[src/rtl/weighted_pop_sched_pkg.sv]
// Shared definitions for the weighted round-robin FIFO pop scheduler.
package weighted_pop_sched_pkg;

  localparam int NUM_Q_DEF    = 4;
  localparam int WEIGHT_W_DEF = 3;
  localparam int IDX_W        = 2;

  typedef enum logic [0:0] {
    SELECT = 1'b0,
    SERVE  = 1'b1
  } state_e;

  // Successor of a queue index, wrapping at the queue count.
  function automatic logic [IDX_W-1:0] next_idx(input logic [IDX_W-1:0] idx, input int nq);
    logic [IDX_W-1:0] r;
    if (int'(idx) == nq - 1) begin
      r = '0;
    end else begin
      r = idx + IDX_W'(1);
    end
    return r;
  endfunction

endpackage

[src/rtl/weighted_pop_sched_rr_find_next.sv]
// Rotating first-eligible search: scans ptr, ptr+1, ... wrapping, reports the first hit.
module rr_find_next
  import weighted_pop_sched_pkg::*;
#(
  parameter int NUM_Q = NUM_Q_DEF
) (
  input  logic [NUM_Q-1:0] eligible_i,
  input  logic [IDX_W-1:0] ptr_i,
  output logic             found_o,
  output logic [IDX_W-1:0] sel_o
);

  // Scan from the farthest offset back to ptr so the nearest eligible queue wins.
  always_comb begin
    found_o = 1'b0;
    sel_o   = '0;
    for (int k = NUM_Q - 1; k >= 0; k--) begin
      logic [IDX_W-1:0] idx;
      idx     = IDX_W'((int'(ptr_i) + k) % NUM_Q);
      found_o = found_o | eligible_i[idx];
      sel_o   = eligible_i[idx] ? idx : sel_o;
    end
  end

endmodule

[src/rtl/weighted_pop_sched.sv]
// Weighted round-robin pop scheduler: each non-empty queue with non-zero weight
// receives up to its weight in consecutive pops per turn, with one SELECT
// bubble between turns.
module weighted_pop_sched
  import weighted_pop_sched_pkg::*;
#(
  parameter int NUM_Q    = NUM_Q_DEF,
  parameter int WEIGHT_W = WEIGHT_W_DEF
) (
  input  logic                      clk,
  input  logic                      reset,
  input  logic [NUM_Q-1:0]          empty,
  input  logic                      pause,
  input  logic                      cfg_load,
  input  logic [NUM_Q*WEIGHT_W-1:0] cfg_weights,
  output logic [NUM_Q-1:0]          pop,
  output logic [IDX_W-1:0]          pop_id,
  output logic                      valid
);

  state_e                state_q, state_d;
  logic [IDX_W-1:0]      ptr_q, ptr_d;
  logic [IDX_W-1:0]      cur_q, cur_d;
  logic [WEIGHT_W-1:0]   credit_q, credit_d;
  logic [WEIGHT_W-1:0]   wt_q [NUM_Q];
  logic                  valid_q;
  logic [IDX_W-1:0]      pop_id_q;

  logic [NUM_Q-1:0]      eligible_s;
  logic                  found_s;
  logic [IDX_W-1:0]      sel_s;
  logic [NUM_Q-1:0]      pop_s;

  // A queue competes only when it holds data and has a non-zero weight.
  always_comb begin
    eligible_s = '0;
    for (int i = 0; i < NUM_Q; i++) begin
      eligible_s[i] = ~empty[i] & (wt_q[i] != '0);
    end
  end

  rr_find_next #(
    .NUM_Q(NUM_Q)
  ) u_find (
    .eligible_i(eligible_s),
    .ptr_i     (ptr_q),
    .found_o   (found_s),
    .sel_o     (sel_s)
  );

  // Weight table; a reload never touches the credit of the quantum in flight.
  always_ff @(posedge clk) begin
    if (reset) begin
      for (int i = 0; i < NUM_Q; i++) begin
        wt_q[i] <= WEIGHT_W'(1);
      end
    end else if (cfg_load) begin
      for (int i = 0; i < NUM_Q; i++) begin
        wt_q[i] <= cfg_weights[i*WEIGHT_W +: WEIGHT_W];
      end
    end else begin
      wt_q <= wt_q;
    end
  end

  // FSM state register; reset abandons any quantum and restarts the search at queue 0.
  always_ff @(posedge clk) begin
    if (reset) begin
      state_q  <= SELECT;
      ptr_q    <= '0;
      cur_q    <= '0;
      credit_q <= '0;
    end else begin
      state_q  <= state_d;
      ptr_q    <= ptr_d;
      cur_q    <= cur_d;
      credit_q <= credit_d;
    end
  end

  // Next-state logic: pick a queue in SELECT, spend credit in SERVE.
  always_comb begin
    state_d  = state_q;
    ptr_d    = ptr_q;
    cur_d    = cur_q;
    credit_d = credit_q;
    case (state_q)
      SELECT: begin
        if (found_s && !pause) begin
          state_d  = SERVE;
          cur_d    = sel_s;
          credit_d = wt_q[sel_s];
        end else begin
          state_d  = SELECT;
        end
      end
      SERVE: begin
        if (pause) begin
          state_d  = SERVE;
        end else if (empty[cur_q]) begin
          // Queue ran dry: drop leftover credit and move on.
          state_d  = SELECT;
          ptr_d    = next_idx(cur_q, NUM_Q);
        end else if (credit_q > WEIGHT_W'(1)) begin
          credit_d = credit_q - WEIGHT_W'(1);
        end else begin
          state_d  = SELECT;
          ptr_d    = next_idx(cur_q, NUM_Q);
        end
      end
      default: begin
        state_d  = SELECT;
      end
    endcase
  end

  // Combinational pop strobe: only the served queue, only when it has data and downstream has room.
  always_comb begin
    pop_s = '0;
    if (!reset && (state_q == SERVE) && !empty[cur_q] && !pause) begin
      pop_s[cur_q] = 1'b1;
    end else begin
      pop_s = '0;
    end
  end

  // Read-data qualifiers for the pop issued in the previous cycle.
  always_ff @(posedge clk) begin
    if (reset) begin
      valid_q  <= 1'b0;
      pop_id_q <= '0;
    end else begin
      valid_q  <= |pop_s;
      pop_id_q <= (|pop_s) ? cur_q : pop_id_q;
    end
  end

  assign pop    = pop_s;
  assign valid  = valid_q;
  assign pop_id = pop_id_q;

endmodule

[config.mk]
export PLATFORM = sky130hd
export DESIGN_NAME = weighted_pop_sched
export DESIGN_NICKNAME = d
export VERILOG_FILES = /design/src/rtl/weighted_pop_sched_pkg.sv /design/src/rtl/weighted_pop_sched_rr_find_next.sv /design/src/rtl/weighted_pop_sched.sv
export SDC_FILE = /design/constraint.sdc
export NUM_CORES = 1
export LEC_CHECK = 0
export ABC_AREA = 1
export ABC_CLOCK_PERIOD_IN_PS = 2200
export BUFFER_PORTS_ARGS = -buffer_cell sky130_fd_sc_hd__buf_2
export CORE_MARGIN = 10
export CORE_UTILIZATION = 34
export CTS_BUF_LIST = sky130_fd_sc_hd__clkbuf_4 sky130_fd_sc_hd__clkbuf_8
export CTS_CLUSTER_SIZE = 30
export DETAILED_ROUTE_END_ITERATION = 7
export GPL_TIMING_DRIVEN = 0
export PLACE_DENSITY = 0.54
export REMOVE_ABC_BUFFERS = 1
export SYNTH_ARGS = -nofsm -noshare
export SYNTH_HDL_FRONTEND = slang
export SYNTH_SLANG_ARGS = --single-unit
[constraint.sdc]
create_clock -name clk -period 2.2 [get_ports clk]
set_clock_uncertainty 0.1 [all_clocks]
set_input_delay 0 -clock clk [delete_from_list [all_inputs] [get_ports clk]]
set_output_delay 0 -clock clk [all_outputs]
set_load 0.05 [all_outputs]
== Word level (Yosys, flattened, before mapping) ==
Index checks and enable logic that the tools add are counted.
Word-level totals
  flip-flop bits (word level): 23
  bits in latches: 0
  bits in writable memories: 0
  memory bits (read-only): 0
  input port bits: 20
  output and inout port bits: 7
  word-level logic and storage cells: 92
  memories: 0
Operators by class
  $add $sub $neg: 5
  $mul: 0
  divide/modulo/power cells: 0
  $lt $le $gt $ge: 8
  equal/unequal tests: 6
  shift-type cells: 0
  multiplexer cells: 33
  bitwise gates (word level): 14
  reduce and logical (&&, ||, !) cells: 16
Operators by type and width (number)
  $mux W3: 6
  $lt A2 B3 Y1 const B: 5
  $mux W2: 7
  $reduce_bool A3 Y1: 4
  $bmux W1 S2: 5
  $mux W1: 10
  $ne A2 B2 Y1 const B: 4
  $bmux W3 S2: 1
  $not A1 Y1: 6
  $pmux W3 S2: 1
  $logic_and A1 B1 Y1: 5
  $add A2 B1 Y2 const B: 2
  $add A2 B2 Y2 const B: 2
  $and A1 B1 Y1: 4
  $mux W4: 1
  $reduce_and A4 Y1: 1
  $reduce_or A4 Y1: 1
  $ge A3 B3 Y1 const B: 1
  $gt A3 B1 Y1 const B: 1
  $logic_not A1 Y1: 3
  $not A2 Y3: 1
  $or A1 B1 Y1: 3
  $reduce_and A3 Y1: 1
  $sub A3 B1 Y3 const B: 1
  6 further kinds: 6

== Depth between registers and ports, before layout ==
  depth after elaboration: 14
  depth in mapped cells: 15
  depth with buffers taken out: 15

== By module ==
A second synthesis with hierarchy kept.
Second synthesis, totals
  cells, all modules: 233
  area total of the unflattened synthesis: 1510.2 um^2
Modules (own cells, without submodules)
  weighted_pop_sched: instances 1, cells each 177, area each 1246.2 um^2, sequential area each 460.4 um^2
  rr_find_next: instances 1, cells each 56, area each 264.0 um^2, sequential area each 0.0 um^2

== Worst setup path after synthesis ==
No wires, ideal clock.
  path kind: register to register
  start: register ptr_q[0]
  end: register credit_q[0]
  setup time: 0.116 ns
  arrival: 1.404 ns
  data required time: 1.984 ns
  path slack: 0.580 ns
  cell stages (with the launch flop): 13
  buffers on the path: 0
  period minus slack after synthesis: 1.620 ns
  cells stage by stage: dfxtp_1 > inv_2 > nand3_2 > nand2_2 > inv_2 > nand3_2 > or3_1 > nand2_2 > nand2_2 > nand2_4 > nand2_1 > nand2_1 > a21oi_2
Between the ends
  longest elaborated chain between the ends: 13
  elaborated cells between the ends (all ways): 27
  those cells by class: 3 x add/sub; 1 x eq/ne; 17 x mux; 4 x bitwise; 2 x reduce/logical
Ends and longest elaborated chain
  start: declaration: RTL line weighted_pop_sched.sv:22  | logic [IDX_W-1:0] ptr_q, ptr_d;
  start signal: assignment: RTL line weighted_pop_sched.sv:75  | ptr_q <= ptr_d;
  $add A2 B2 Y2: RTL line weighted_pop_sched_rr_find_next.sv:19  | idx = IDX_W'((int'(ptr_i) + k) % NUM_Q);
  $bmux W1 S2: RTL line weighted_pop_sched_rr_find_next.sv:20, weighted_pop_sched_rr_find_next.sv:21
  $mux W1 (implied by the code): RTL line weighted_pop_sched_rr_find_next.sv:20, weighted_pop_sched_rr_find_next.sv:21
  $mux W2 (4 in series): RTL line weighted_pop_sched_rr_find_next.sv:21  | sel_o = eligible_i[idx] ? idx : sel_o;
  $not A2 Y3 (implied by the code): RTL line weighted_pop_sched.sv:92  | credit_d = wt_q[sel_s];
  $bmux W3 S2: RTL line weighted_pop_sched.sv:92
  $mux W3 (implied by the code) (2 in series): RTL line weighted_pop_sched.sv:92
  $mux W3: RTL line weighted_pop_sched.sv:89  | if (found_s && !pause) begin
  $pmux W3 S2: RTL line weighted_pop_sched.sv:87  | case (state_q)
  end signal: assignment: RTL line weighted_pop_sched.sv:77  | credit_q <= credit_d;
  end: declaration: RTL line weighted_pop_sched.sv:24  | logic [WEIGHT_W-1:0] credit_q, credit_d;
Several ways; a longest one is shown, not always the timed one. The select of a mux whose other input is x is not followed.
A chain may end at the register's enable or synchronous reset.

==> reports/results.ini <==
[status]
status=complete, but fails checks
violations=hold timing

[worst_setup_path]
critPathCaptureType=flop
startpoint_type=input pin
cp.arrival_ps=1980
critPathKind=in -> reg
critPathRequiredTime_ps=2260
crit_path_max_fanout=6

[sta]
holdWs_ps=-3.49
rsz0062_at_grt=no
max-slew-margin-rel_pct=66.7
drv_slew=0
setup_slack_ps=275
tightest_slew_ps=500
setup_viol=0
fmax_mhz=519
min_period_ps=1930
period_share_pct=87.5
hold_viol_final=1
setup_tns_ps=0

[global_route]
met3_usage_pct=2.61
grt_pass1_wl_um=6070
grt-ovfl-total=0
antenna_found_initial=0
top_usage_layer=met2
grt_util_met2_pct=16.3
grt_max_degree=19
grt_pass1_vias=1361
grt_use_total_pct=9.90
globalRouteMet1Util_pct=12.3

[final_layout]
syn_to_final_growth_pct=29.1
fillCellCount=397
final_area_um2=1810
n_antenna_cell=0
instances_no_fill=304
post-route-util_pct=45.2
fin_nets=281
drive_gt1_share_pct=19.7

[synth]
synth_largest_area_cell=dfxtp_1
synth_top_area_share_pct=32.9
synth-simple-area-share_pct=36.9
ys_types=23
synthTopCellsByCount=nand2_1, nor2_1, inv_1
synth_top_family_by_area=simple AND/OR/NAND/NOR gates
ys_async_sr_fraction_pct=0
synth_edf_count=0
yosys_warnings=0
postSynthCellCount=209
synth.most_common_cell=nand2_1
netlist_area_um2=1400
synthMuxAreaShare_pct=0
synth-xor-area-share_pct=0.625
synthAdderAreaFrac_pct=5.36
avgSynthCellArea_um2=6.70
synth_ff_type=dfxtp_1
synth_compound_area_share_pct=15.4
ys_ff_latch=23
yosysSeqAreaShare_pct=32.9
yosys-top-cells-area=dfxtp_1, nand2_1, nand3_1

[placement]
place_congestion=0.797
dp.cells=282
io_buffers=26
place_hpwl_um=2740
placed_area_um2=1580
place_ws_ps=356

[clock_tree]
insertion_delay_ps=270
cts_resized=0
cts.htree.levels=1
cts_root_buf=clkbuf_8
tritoncts=yes
cts_hold_buf=18
cts.sinks=23
clk_pin_slew_ps=90
tritoncts.num_buffers=3
post_cts_buffers=0
cts_buffer_depth=2

[power_and_ir_drop]
p_leak_nw=0.902
power.share.combinational_pct=38.5
internal_power_mw=0.762
pwr-share-clk_pct=21.7
ir_worst_vdd_mv=0.383
power_switching_mw=0.481
switching_share_pct=38.7
power_mw=1.24
p_per_area_nw_per_um2=687
power_frac_seq_pct=39.8

[detailed_routing]
vias=1428
vias_per_cell=4.70
wl_per_cell_um=11.7
initialDrtViolationCount=76
drt_first_pass_iters=4
routed_wl_um=3570
drc=0
antenna_left=0

[floorplanning]
num_rows=23
die_x_um=84.2
start_util_pct=35.0
fp.coreArea_um2=4000
die_area_um2=7090
die_h_um=84.2
ioPinCount=27

[job]
drv_cap=0

[hold_path]
hold_path_class=in -> reg

## area by class of cell
class                      count  area (um2)  share of cell area, %
multi-input combinational    153         817                   45.2
sequential                    23         460                   25.4
timing repair buffer          44         310                   17.2
inverter                      30         113                   6.22
tap                           50        62.6                   3.46
clock buffer                   3        41.3                   2.28
clock inverter                 1        5.00                  0.277
## cells in the final DEF, fill, tap and decap left out, types with 3 or more instances in the layout
cell type      instances
nand2_1               42
nor2_1                29
inv_1                 26
buf_2                 26
nand3_1               23
dfxtp_1               23
dlygate4sd3_1         18
o21ai_0               17
a21oi_1               13
ha_1                   6
nand2_4                5
inv_2                  4
nand3_2                3
nand2_2                3
a21oi_2                3
clkbuf_8               3
## power by group through the flow
stage	logic, mW	clock network [mW]	registers [mW]
final	0.479	0.270	0.495
after global routing	0.547	0.294	0.502
after CTS	0.481	0.275	0.495
after detailed placement	0.454	0	0.505
after global placement	0.456	0	0.504
after floorplan	0.348	0	0.503
## worst paths after layout
kind,from,endpoint,slack (ps),depth (start not counted)
max reg2reg,ptr_q[0]$_SDFFE_PP0P_,credit_q[0]$_SDFFE_PP0P_,330,14
max,reset,wt_q[3]$_SDFFE_PP1P_,270,6
min reg2reg,wt_q[1]$_SDFFE_PP0P_,wt_q[1]$_SDFFE_PP0P_,390,2
min,cfg_load,wt_q[6]$_SDFFE_PP1P_,-3,3
## state kept, by name, indices dropped and copies added (netlist names)
name      flops
credit_q      3
pop_id        2
state_q       1
cur_q         2
valid         1
ptr_q         2
wt_q         12
## logic make-up after synthesis
logic type,Yosys count
adder cells (fa/ha/maj),6
AND/OR/NAND/NOR,108
buffers and inverters,33
XOR/XNOR,1
AO/OA/AOI/OAI,38
flip-flops,23
## critical path, stage by stage
cell           delay (ps)
dlygate4sd3_1         530
buf_2                 160
a21oi_1               120
dlygate4sd3_1         550
o21ai_0                70
dlygate4sd3_1         550
## per-layer routing
layer,vias up,part of all wire [%]
met3,6,3.5
met4,0,1.1
met2,18,47
met1,637,49
met5,-,0
li1,767,-
Note: power is estimated with default switching activity, not from simulation.
